==> config.mk <==
export PLATFORM = sky130hd
export DESIGN_NAME = pi_cmd_receiver
export DESIGN_NICKNAME = d
export VERILOG_FILES = /design/src/rtl/pi_cmd_receiver.sv
export SDC_FILE = /design/constraint.sdc
export NUM_CORES = 1
export LEC_CHECK = 0
export CORE_MARGIN = 2
export CORE_UTILIZATION = 40
export DETAILED_ROUTE_END_ITERATION = 6
export GPL_ROUTABILITY_DRIVEN = 0
export PLACE_DENSITY = 0.61
export SLEW_MARGIN = 20
export SYNTH_ARGS = -nofsm -noshare
export SYNTH_HDL_FRONTEND = slang
export SYNTH_SLANG_ARGS = --single-unit
==> constraint.sdc <==
create_clock -name clk_x1 -period 5.3 [get_ports clk_x1]
set_clock_uncertainty 0.1 [all_clocks]
set_input_delay 0.795 -clock clk_x1 [delete_from_list [all_inputs] [get_ports clk_x1]]
set_output_delay 0.795 -clock clk_x1 [all_outputs]
set_load 0.005 [all_outputs]
==> src/rtl/pi_cmd_receiver.sv <==
// pi_cmd_receiver
// Front end between the Raspberry Pi GPIO lines and the dispense controller.
// The raw Pi pins are synchronized, debounced as one 6-bit vector and
// validated. Each filtered candyflag rising edge produces exactly one
// command, offered downstream over a valid/ready handshake.
//
// Ports:
//   clk_x1        12 MHz system clock
//   rst           synchronous reset, active-high
//   teststate_in  raw Pi state select (asynchronous)
//   amount_in     raw Pi dispense amount (asynchronous)
//   candyflag_in  raw Pi dispense request (asynchronous)
//   cmd_ready     downstream can accept a command
//   cmd_valid     command payload valid
//   cmd_state     captured teststate
//   cmd_amount    captured amount
//   cmd_err       one-cycle pulse when a rejected command is detected
//   busy          high whenever the command FSM is not idle
module pi_cmd_receiver #(
    parameter int STABLE_CYCLES = 12000,
    localparam int CNT_W = $clog2(STABLE_CYCLES + 1)
) (
    input  logic       clk_x1,
    input  logic       rst,
    input  logic [2:0] teststate_in,
    input  logic [1:0] amount_in,
    input  logic       candyflag_in,
    input  logic       cmd_ready,
    output logic       cmd_valid,
    output logic [2:0] cmd_state,
    output logic [1:0] cmd_amount,
    output logic       cmd_err,
    output logic       busy
);

    typedef enum logic [1:0] {
        IDLE,
        VALID,
        WAIT_LOW
    } state_t;

    localparam logic [CNT_W-1:0] CNT_MAX  = CNT_W'(STABLE_CYCLES);
    localparam logic [CNT_W-1:0] CNT_LOAD = CNT_W'(STABLE_CYCLES - 2);

    // Vector layout: [5:3] teststate, [2:1] amount, [0] candyflag
    logic [5:0]       rawVector;
    logic [5:0]       meta_q;
    logic [5:0]       sync_q;
    logic [5:0]       syncPrev_q;
    logic [CNT_W-1:0] cnt_q;
    logic [CNT_W-1:0] cnt_d;
    logic [5:0]       filt_q;
    logic [5:0]       filt_d;
    logic             flagRise_q;
    logic             flagRise_d;
    logic             stable;

    state_t           state_q;
    state_t           state_d;
    logic [2:0]       cmdState_q;
    logic [2:0]       cmdState_d;
    logic [1:0]       cmdAmount_q;
    logic [1:0]       cmdAmount_d;
    logic             cmdErr_q;
    logic             cmdErr_d;

    assign rawVector = {teststate_in, amount_in, candyflag_in};

    // Two-flop synchronizer on every raw pin, plus the one-cycle-old copy
    // of the synced vector that the debouncer compares against.
    always_ff @(posedge clk_x1) begin
        if (rst) begin
            meta_q     <= '0;
            sync_q     <= '0;
            syncPrev_q <= '0;
        end else begin
            meta_q     <= rawVector;
            sync_q     <= meta_q;
            syncPrev_q <= sync_q;
        end
    end

    // All six bits are debounced together, so data and flag settling in the
    // same window can never produce a payload mixing old and new values.
    // The filtered vector loads once, as the counter reaches STABLE_CYCLES-1;
    // after saturation the count no longer matches, so there is no reload.
    // flag_rise is registered at the same edge the filtered vector updates,
    // so the FSM sees it alongside the freshly settled payload.
    always_comb begin
        stable     = (sync_q == syncPrev_q);
        cnt_d      = cnt_q;
        filt_d     = filt_q;
        if (!stable) begin
            cnt_d = '0;
        end else if (cnt_q != CNT_MAX) begin
            cnt_d = cnt_q + CNT_W'(1);
        end
        if (stable && (cnt_q == CNT_LOAD)) begin
            filt_d = sync_q;
        end
        flagRise_d = filt_d[0] & ~filt_q[0];
    end

    always_ff @(posedge clk_x1) begin
        if (rst) begin
            cnt_q      <= '0;
            filt_q     <= '0;
            flagRise_q <= 1'b0;
        end else begin
            cnt_q      <= cnt_d;
            filt_q     <= filt_d;
            flagRise_q <= flagRise_d;
        end
    end

    // Command FSM. WAIT_LOW is what enforces one command per candyflag pulse:
    // nothing new is accepted until the filtered flag has been seen low.
    // The payload registers only change on an accepted capture, so they keep
    // the last command after transfer and ignore rejected requests.
    always_comb begin
        state_d     = state_q;
        cmdState_d  = cmdState_q;
        cmdAmount_d = cmdAmount_q;
        cmdErr_d    = 1'b0;
        case (state_q)
            IDLE: begin
                if (flagRise_q) begin
                    if ((filt_q[5:3] != 3'b000) && (filt_q[2:1] != 2'b00)) begin
                        cmdState_d  = filt_q[5:3];
                        cmdAmount_d = filt_q[2:1];
                        state_d     = VALID;
                    end else begin
                        cmdErr_d = 1'b1;
                        state_d  = WAIT_LOW;
                    end
                end
            end
            VALID: begin
                if (cmd_ready) begin
                    state_d = WAIT_LOW;
                end
            end
            WAIT_LOW: begin
                if (!filt_q[0]) begin
                    state_d = IDLE;
                end
            end
            default: begin
                state_d = IDLE;
            end
        endcase
    end

    always_ff @(posedge clk_x1) begin
        if (rst) begin
            state_q     <= IDLE;
            cmdState_q  <= '0;
            cmdAmount_q <= '0;
            cmdErr_q    <= 1'b0;
        end else begin
            state_q     <= state_d;
            cmdState_q  <= cmdState_d;
            cmdAmount_q <= cmdAmount_d;
            cmdErr_q    <= cmdErr_d;
        end
    end

    assign cmd_valid  = (state_q == VALID);
    assign busy       = (state_q != IDLE);
    assign cmd_state  = cmdState_q;
    assign cmd_amount = cmdAmount_q;
    assign cmd_err    = cmdErr_q;

endmodule

==> impl_metrics.tcl, run 1 <==
set metrics [dict create \
    status "completed" \
    globalRouteTotalUtil_pct 12.8 \
    antenna_found_initial 0 \
    max_cap_violations 0 \
    nets 210 \
    tightest_slew_ns 0.554 \
    grt_pass1_vias 1181 \
    die_x_um 71.1 \
    port_buffers 16 \
    drcViolationCount 0 \
    timing.fmax_mhz 434 \
    power.density_nw_per_um2 308 \
    startpoint_type "register" \
    yosys_register_bits 47 \
    io_pins 17 \
    finalSetupViolCount 0 \
    cp.arrival_ns 1.41 \
    hold_violations 0 \
    syn_inst 181 \
    clkSlewWorstSetupHoldPaths_ns 0.08 \
    synth_top_area_cell "dfxtp_1" \
    dr_total_vias 1242 \
    clock_latency_ns 0.29 \
    core_sq_um 4350 \
    grt_max_degree 34 \
    maxSlewHeadroom_pct 62.9 \
    cts_setup_buffers 0 \
    drt_iter0_drc 87 \
    period_share_pct 43.4 \
    dp_hpwl_um 2060 \
    gr-total-overflow 0 \
    grt_pass1_wl_um 5100 \
    htreeDepth 2 \
    die_h_um 71.1 \
    syn_avg_cell_area_sq_um 9.96 \
    end_kind "output pin" \
    ys_types 25 \
    path_max_fanout 3 \
    synth_seq_area_share_pct 52.2 \
    cts_max_path_buffers 2 \
    dp.cells 243 \
    leakagePower_nw 0.822 \
    reg2regPathDepth 6 \
    routed_wl_um 2880 \
    drv_slew 0 \
    area_delta_synth_final_pct 17.4 \
    rsz0062_at_grt "false" \
    root_buffer "clkbuf_8" \
    period_needed_ns 2.30 \
    worstSetupPathType "reg2out" \
    synth_top_area_share_pct 52.2 \
    ctsHoldBuffers 0 \
    ff_latch_area_sq_um 941 \
    cts_resized 0 \
    insertedDiodeCount 0 \
    design.die.area_sq_um 5060 \
    rows 24 \
    holdCritPathClass "reg2reg" \
    syn_nets 193 \
    synthTopCellsByArea "dfxtp_1 52%, nor2b_1 8.0%, nor2_1 5.0%" \
    stdcell_count 251 \
    pre_cts_ws_ns 2.31 \
    multiInputGateArea_sq_um 816 \
    required_ns 4.41 \
    initial_core_util_pct 41.4 \
    yosysWarnings 0 \
    drive_gt1_share_pct 8.54 \
    drtPass1Iterations 4 \
    finalSetupTns_ns 0 \
    cts_tree "done" \
    synth_area_sq_um 1800 \
    wl_per_cell_um 11.5 \
    ant_nets 0 \
    hold_path_depth 1 \
    layout_setup_ws_ns 3.00 \
    irDropWorstVdd_mv 0.181 \
    viasPerCell 4.95 \
    cts.sinks 47 \
    fillCellCount 389 \
    cts_buffers 5 \
]
[worst max-delay path: stages, from the launching register on]
cell,delay [ns]
dfxtp_1,0.35
nor2b_1,0.23
clkdlybuf4s50_1,0.54
[where the power goes]
part	leakage, nW	internal, W	total [W]	switching, W
sequential	0.382	0.000359	0.000364	0.00000465
combinational	0.379	0.0000124	0.0000248	0.0000124
clock	0.0612	0.000152	0.000264	0.000111
total	0.822	0.000524	0.000652	0.000128
[layout make-up]
type                    instances  share of cell area, %
repair buffers                 16                   7.33
clock buffers                   6                   3.90
well taps                      52                   3.07
clock inverters                 2                   1.65
inverters                       6                   1.06
flip-flops and latches         47                   44.4
multi-input cells             122                   38.5
[cells by family after synthesis]
| group | share of synthesized area [%] |
|---|---|
| xor+xnor | 8.74 |
| buf+inv | 2.57 |
| compound gates | 1.67 |
| fa+ha+maj | 2.08 |
| simple gates | 25.7 |
| mux | 7.01 |
| flops | 52.2 |
[sequential cells by signal, summed over array words and instances (netlist names)]
register / flops
filt_q: 6
cnt_q: 14
syncPrev_q: 6
cmd_state: 3
meta_q: 6
sync_q: 6
cmd_err: 1
state_q: 2
flagRise_q: 1
cmd_amount: 2
[metrics by stage]
stage | hold WS, ns | cell area (sq um) | utilization (%) | power (W)
2_1_floorplan | 0.314 | 1800 | - | 0.000388
3_3_place_gp | 0.320 | 2000 | 46.0 | 0.000397
3_5_place_dp | 0.328 | 2000 | 46.0 | 0.000398
4_1_cts | 0.348 | 2120 | 48.7 | 0.000662
5_1_grt | 0.354 | 2120 | 48.6 | 0.000680
6_report | 0.344 | 2120 | 48.6 | 0.000652
[worst paths after layout]
kind | start | to | slack, ns
worst max-delay path | state_q[0]$_SDFFE_PP0P_ | cmd_valid | 3.00
worst min register to register | meta_q[1]$_SDFF_PP0_ | sync_q[1]$_SDFF_PP0_ | 0.34
worst min-delay path | meta_q[1]$_SDFF_PP0_ | sync_q[1]$_SDFF_PP0_ | 0.34
worst max register to register | cnt_q[0]$_SDFFE_PP0P_ | cnt_q[1]$_SDFFE_PP0P_ | 3.23
[synthesized netlist by cell type, drive strengths merged]
master / instances
nor3: 5
or4: 1
or4b: 1
nand2: 5
mux2: 5
nand2b: 3
dfxtp: 47
xnor2: 10
o32a: 1
buf: 1
a21oi: 4
ha: 3
nand4bb: 1
clkbuf: 5
xor2: 8
nor2b: 23
mux2i: 7
nand4: 3
nand3: 9
nor4: 5
nor2: 24
inv: 6
nand3b: 4
[cells in the final DEF (no fill, tap or decap)]
cell type,Yosys,final
bufinv_16,0,1
nand4_1,3,3
nor2_1,24,24
nand3_1,8,8
ha_1,3,3
inv_1,6,6
clkinv_2,0,1
buf_2,0,1
or4b_1,1,1
mux2i_1,7,7
or4_4,1,1
nand2b_1,3,3
nor4_1,5,5
nor3_1,5,5
a21oi_1,4,4
nand3b_1,4,4
nand2_1,5,5
o32a_1,1,1
nand4bb_2,1,1
nand3_2,1,1
mux2_2,5,5
xor2_1,8,8
clkbuf_8,0,6
xnor2_1,10,10
dfxtp_1,47,47
nor2b_1,23,23
clkdlybuf4s50_1,0,15
[per-layer routing]
metal / track usage [%] / part of all wire (%)
met5: 0 / 0
met4: 6.50 / 1.8
met3: 4.56 / 4.0
met2: 20.1 / 48
met1: 15.4 / 46
(Power assumes the default switching activity.)
==> run 2, diff against run 1 <==
- PLACE_DENSITY: 0.61 -> 0.63
- clock period: 5.3 -> 2 ns (I/O delays scaled with it)
==> run 2 against run 1 <==
First-iteration DRC count is 6.9% lower; sequential share of layout area decreased by 0.95 points; critical path depth is 4 higher; total power up 150%; global-route usage rose by 0.89 points; setup slack got worse by 2.9 ns; sequential power grew to 2.6 times the previous value.
==> impl_metrics.tcl, run 2 (synthesized netlist as in run 1, its figures left out) <==
set metrics [dict create \
    status "completed" \
    grt_pass1_vias 1317 \
    grt_max_degree 15 \
    period_needed_ns 1.89 \
    largest_reg_flops 14 \
    globalRouteTotalUtil_pct 13.7 \
    power.density_nw_per_um2 743 \
    path_max_fanout 3 \
    drtPass1Iterations 4 \
    antenna_found_initial 0 \
    area_delta_synth_final_pct 20.0 \
    layout_commonest_cell "dfxtp_1" \
    cp.arrival_ns 1.96 \
    core_sq_um 4350 \
    drcViolationCount 0 \
    timing.fmax_mhz 529 \
    maxSlewHeadroom_pct 64.1 \
    clkSlewWorstSetupHoldPaths_ns 0.08 \
    io_pins 17 \
    top_register "cnt_q" \
    cts_tree "done" \
    nets 219 \
    htreeDepth 2 \
    fin_util_pct 49.7 \
    initial_core_util_pct 41.4 \
    period_share_pct 94.5 \
    holdCritPathClass "reg2reg" \
    hold_violations 0 \
    rsz0062_at_grt "false" \
    port_buffers 16 \
    cts.sinks 47 \
    insertedDiodeCount 0 \
    max_cap_violations 0 \
    die_x_um 71.1 \
    p_seq_share_pct 59.7 \
    ant_nets 0 \
    grt_pass1_wl_um 5380 \
    combPwrFrac_pct 5.2 \
    die_h_um 71.1 \
    power_frac_clock_pct 35.1 \
    internal_power_w 0.00127 \
    rows 24 \
    startpoint_type "register" \
    root_buffer "clkbuf_8" \
    clock_latency_ns 0.29 \
    wl_per_cell_um 11.6 \
    irDropWorstVdd_mv 0.468 \
    p_sw_w 0.000340 \
    drive_gt1_share_pct 12.1 \
    routed_wl_um 3000 \
    ctsHoldBuffers 0 \
    tightest_slew_ns 0.536 \
    required_ns 2.07 \
    design.die.area_sq_um 5060 \
    swShare_pct 21.2 \
    worstSetupPathType "reg2reg" \
    dr_total_vias 1257 \
    drt_iter0_drc 81 \
    drv_slew 0 \
    cts_buffers 5 \
    cts_max_path_buffers 2 \
    viasPerCell 4.85 \
    dp_hpwl_um 2240 \
    leakagePower_nw 0.851 \
    gr-total-overflow 0 \
    finalSetupTns_ns 0 \
    final_cell_mix "47 x dfxtp_1, 24 x nor2_1, 23 x nor2b_1" \
    finalSetupViolCount 0 \
    end_kind "register" \
]
-- run 2: cell count changes in the layout (fill, tap and decap cells not counted) --
cell / previous run / this run
buf_2: 1 / 0
or4b_1: 1 / 0
or4b_4: 0 / 1
clkdlybuf4s50_1: 15 / 16
buf_4: 0 / 9
bufinv_16: 1 / 0
-- run 2: layer usage --
metal	share of wire (%)	up-vias	track usage [%]
met2	49	16	21.8
met5	0	-	0
met4	1.7	0	9.22
li1	-	646	-
met3	3.7	6	5.27
met1	46	589	15.0
-- run 2: final timing paths --
check / start / endpoint / slack (ns) / cells past startpoint
hold / removal: meta_q[2]$_SDFF_PP0_ / sync_q[2]$_SDFF_PP0_ / 0.34 / 1
setup / recovery: cnt_q[0]$_SDFFE_PP0P_ / cnt_q[1]$_SDFFE_PP0P_ / 0.11 / 6
setup reg to reg: cnt_q[0]$_SDFFE_PP0P_ / cnt_q[1]$_SDFFE_PP0P_ / 0.11 / 6
hold reg to reg: meta_q[2]$_SDFF_PP0_ / sync_q[2]$_SDFF_PP0_ / 0.34 / 1
-- run 2: stage by stage --
stage	hold WS (ns)	power, W	std cells	setup slack [ns]	area, sq um
floorplan	0.281	0.00103	181	0.0687	1800
global placement	0.324	0.00106	252	0.204	2070
detailed placement	0.330	0.00106	252	0.102	2070
CTS	0.349	0.00164	259	0.0899	2160
global route	0.370	0.00168	259	0.0136	2160
finish	0.343	0.00161	259	0.110	2160
-- run 2: power by group through the flow --
stage               clock network, W  registers (W)   logic, W
detailed placement                 0       0.000982  0.0000823
finish                      0.000565       0.000959  0.0000834
floorplan                          0       0.000980  0.0000466
global placement                   0       0.000981  0.0000794
global route                0.000623       0.000962  0.0000934
CTS                         0.000593       0.000960  0.0000824
-- run 2: final cells by class --
cell class / count / area, sq um
well taps: 52 / 65.1
clock inverters: 1 / 5.00
inverters: 6 / 22.5
flip-flops and latches: 47 / 941
clock buffers: 6 / 82.6
multi-input cells: 122 / 820
fillers: 408 / 2190
repair buffers: 25 / 228
-- run 2: repair_timing --
item                                    4_1_cts  5_1_grt
buffers inserted                              0        0
gates resized for setup                       0        1
endpoints found under the setup margin        0        1
-- run 2: critical path, stage by stage (launching register included) --
cell,delay [ns]
dfxtp_1,0.32
inv_1,0.08
ha_1,0.14
or4b_4,0.45
or4_4,0.45
mux2i_1,0.17
nor2_1,0.05
==> run 3, diff against run 2 <==
- ABC_AREA: unset -> 1
==> run 3 against run 2 <==
Wire length is 9.7% higher; sequential share of layout area decreased by 3.8 points; maximum frequency is 7.6% higher; cell count is 42% higher; setup slack gained 0.13 ns; register-to-register slack better by 0.26 ns; clock power about the same; combinational power rose by 27%; clock-buffer cell count stayed put; utilization decreased by 2.6 points; worst hold slack got worse by 0.038 ns; highest routed layer unchanged; critical path type is now reg2out; critical endpoint is now cmd_valid.
==> impl_metrics.tcl, run 3 <==
set metrics [dict create \
    grt_pass1_vias 1399 \
    whs_ns 0.304 \
    maxSlewHeadroom_pct 71.7 \
    final_cell_mix "59 x nand2_1, 47 x dfxtp_1, 46 x nor2_1" \
    top_register "cnt_q" \
    hold_violations 0 \
    area_delta_synth_final_pct 15.6 \
    period_needed_ns 1.76 \
    die_h_um 75.6 \
    cts_buffers 5 \
    grt_pass1_wl_um 5680 \
    syn_inst 278 \
    drt_iter0_drc 73 \
    syn_nets 290 \
    cts.sinks 47 \
    hold_path_depth 2 \
    ant_nets 0 \
    antenna_found_initial 0 \
    period_share_pct 87.8 \
    power.density_nw_per_um2 688 \
    nets 310 \
    cts_max_path_buffers 2 \
    cts_setup_buffers 0 \
    synth_area_sq_um 2050 \
    rows 26 \
    rrSetupSlack_ns 0.37 \
    wl_per_cell_um 8.94 \
    core_sq_um 5040 \
    dr_total_vias 1612 \
    crit_family "buffers and inverters" \
    slowest_stage "clkdlybuf4s50_1" \
    netlist_top_cells_count "59 x nand2_1, 47 x dfxtp_1, 46 x nor2_1" \
    initial_core_util_pct 40.7 \
    clkSlewWorstSetupHoldPaths_ns 0.08 \
    drive_gt1_share_pct 10.4 \
    synth_seq_area_share_pct 45.9 \
    cp_num_buf_inv 2 \
    port_buffers 16 \
    design.die.area_sq_um 5720 \
    tightest_slew_ns 0.421 \
    worstPathCellList "inv_1 -> nor2_1 -> clkdlybuf4s50_1" \
    end_kind "output pin" \
    largest_reg_flops 14 \
    synthTopCellsByArea "dfxtp_1 46%, nand2_1 11%, nor2_1 8.4%" \
    cp.arrival_ns 1.36 \
    drv_slew 0 \
    globalRouteTotalUtil_pct 12.7 \
    drcViolationCount 0 \
    yosysWarnings 0 \
    cts_tree "done" \
    routed_wl_um 3290 \
    rsz0062_at_grt "false" \
    dp_hpwl_um 2450 \
    cts_resized 0 \
    io_pins 17 \
    insertedDiodeCount 0 \
    reg2regPathDepth 6 \
    worst_hold_path.endpoint "sync_q[3]$_SDFF_PP0_" \
    startpoint_type "register" \
    irDropWorstVdd_mv 0.424 \
    layout_commonest_cell "nand2_1" \
    htreeDepth 2 \
    hold_start "meta_q[3]$_SDFF_PP0_" \
    yosys_register_bits 47 \
    slowest_delay_ns 0.53 \
    max_cap_violations 0 \
    synth_top_flop_cell "dfxtp_1" \
    async_flop_share_pct 0 \
    required_ns 1.60 \
    finalSetupTns_ns 0 \
    fillCellCount 523 \
    leakagePower_nw 0.922 \
    finalSetupViolCount 0 \
    fin_util_pct 47.0 \
    root_buffer "clkbuf_8" \
    ctsHoldBuffers 0 \
    viasPerCell 4.38 \
    r2r-start "cnt_q[1]$_SDFFE_PP0P_" \
    drtPass1Iterations 4 \
    syn_avg_cell_area_sq_um 7.38 \
    synth_edf_count 0 \
    ys_types 29 \
    synth_top_area_share_pct 45.9 \
    rr_endpoint "cnt_q[8]$_SDFFE_PP0P_" \
    die_x_um 75.6 \
    path_max_fanout 3 \
    synth_top_area_cell "dfxtp_1" \
    clock_latency_ns 0.29 \
    status "completed" \
    timing.fmax_mhz 569 \
    yosysMostFrequentCell "nand2_1" \
    worstSetupPathType "reg2out" \
    gr-total-overflow 0 \
    holdCritPathClass "reg2reg" \
    grt_max_degree 19 \
]
-- run 3: changes by cell type after synthesis, moves of 8 or more --
cell,delta
nand2_1,+54
inv_1,+37
nor2b_1,-23
nor2_1,+22
a21oi_1,+10
xnor2_1,-8
-- run 3: area by class of cell --
type	instances	area [sq um]	area share (%)
clock buffer	6	82.6	3.48
clock inverter	1	5.00	0.211
inverter	50	188	7.91
multi-input combinational	177	901	38.0
sequential	47	941	39.7
tap	70	87.6	3.69
timing repair buffer	17	168	7.07
-- run 3: how the worst max path moves through the flow --
stage / from / end / slack [ns] / cells past startpoint
floorplan: cnt_q[1]$_SDFFE_PP0P_ / cnt_q[8]$_SDFFE_PP0P_ / 0.52 / 6
global placement: rst / flagRise_q$_SDFF_PP0_ / 0.26 / 4
detailed placement: rst / state_q[1]$_SDFFE_PP0P_ / 0.21 / 3
CTS: state_q[0]$_SDFFE_PP0P_ / cmd_valid / 0.21 / 3
global route: state_q[0]$_SDFFE_PP0P_ / cmd_valid / 0.10 / 3
finish: state_q[0]$_SDFFE_PP0P_ / cmd_valid / 0.24 / 3
-- run 3: where the power goes --
group / internal (W) / switching [W] / leakage, nW
Sequential: 0.000952 / 0.00000993 / 0.382
Combinational: 0.0000410 / 0.0000654 / 0.493
Clock: 0.000271 / 0.000291 / 0.0470
-- run 3: worst min-delay path: stages, from the launching register on --
cell	delay, ns
dfxtp_1	0.30
inv_1	0.04
nor2_1	0.03
-- run 3: cells by family (layout without fill, tap and decap cells) --
kind of cell | Yosys count | count (layout) | synth area share [%]
and+or+nand+nor | 148 | 148 | 34.3
buffers and inverters | 54 | 74 | 10.2
DFF | 47 | 47 | 45.9
AOI/OAI and AO/OA | 21 | 21 | 5.67
xor gates and xnor gates | 5 | 5 | 2.13
adders and majority gates | 3 | 3 | 1.83
-- run 3: metal layers --
layer / vias up / share of wire, % / track usage, %
met5: - / 0 / 0
met4: 0 / 0.88 / 4.87
met3: 4 / 3.9 / 3.57
met2: 23 / 42 / 19.8
met1: 693 / 53 / 16.8
li1: 892 / - / -
-- run 3: metrics by stage --
stage / total power, W / area (sq um) / cells / setup WS, ns
after floorplan: 0.00106 / 2050 / 278 / 0.519
after global placement: 0.00109 / 2280 / 361 / 0.256
after detailed placement: 0.00109 / 2280 / 361 / 0.215
after CTS: 0.00166 / 2370 / 368 / 0.215
after global routing: 0.00171 / 2370 / 368 / 0.103
final: 0.00163 / 2370 / 368 / 0.243
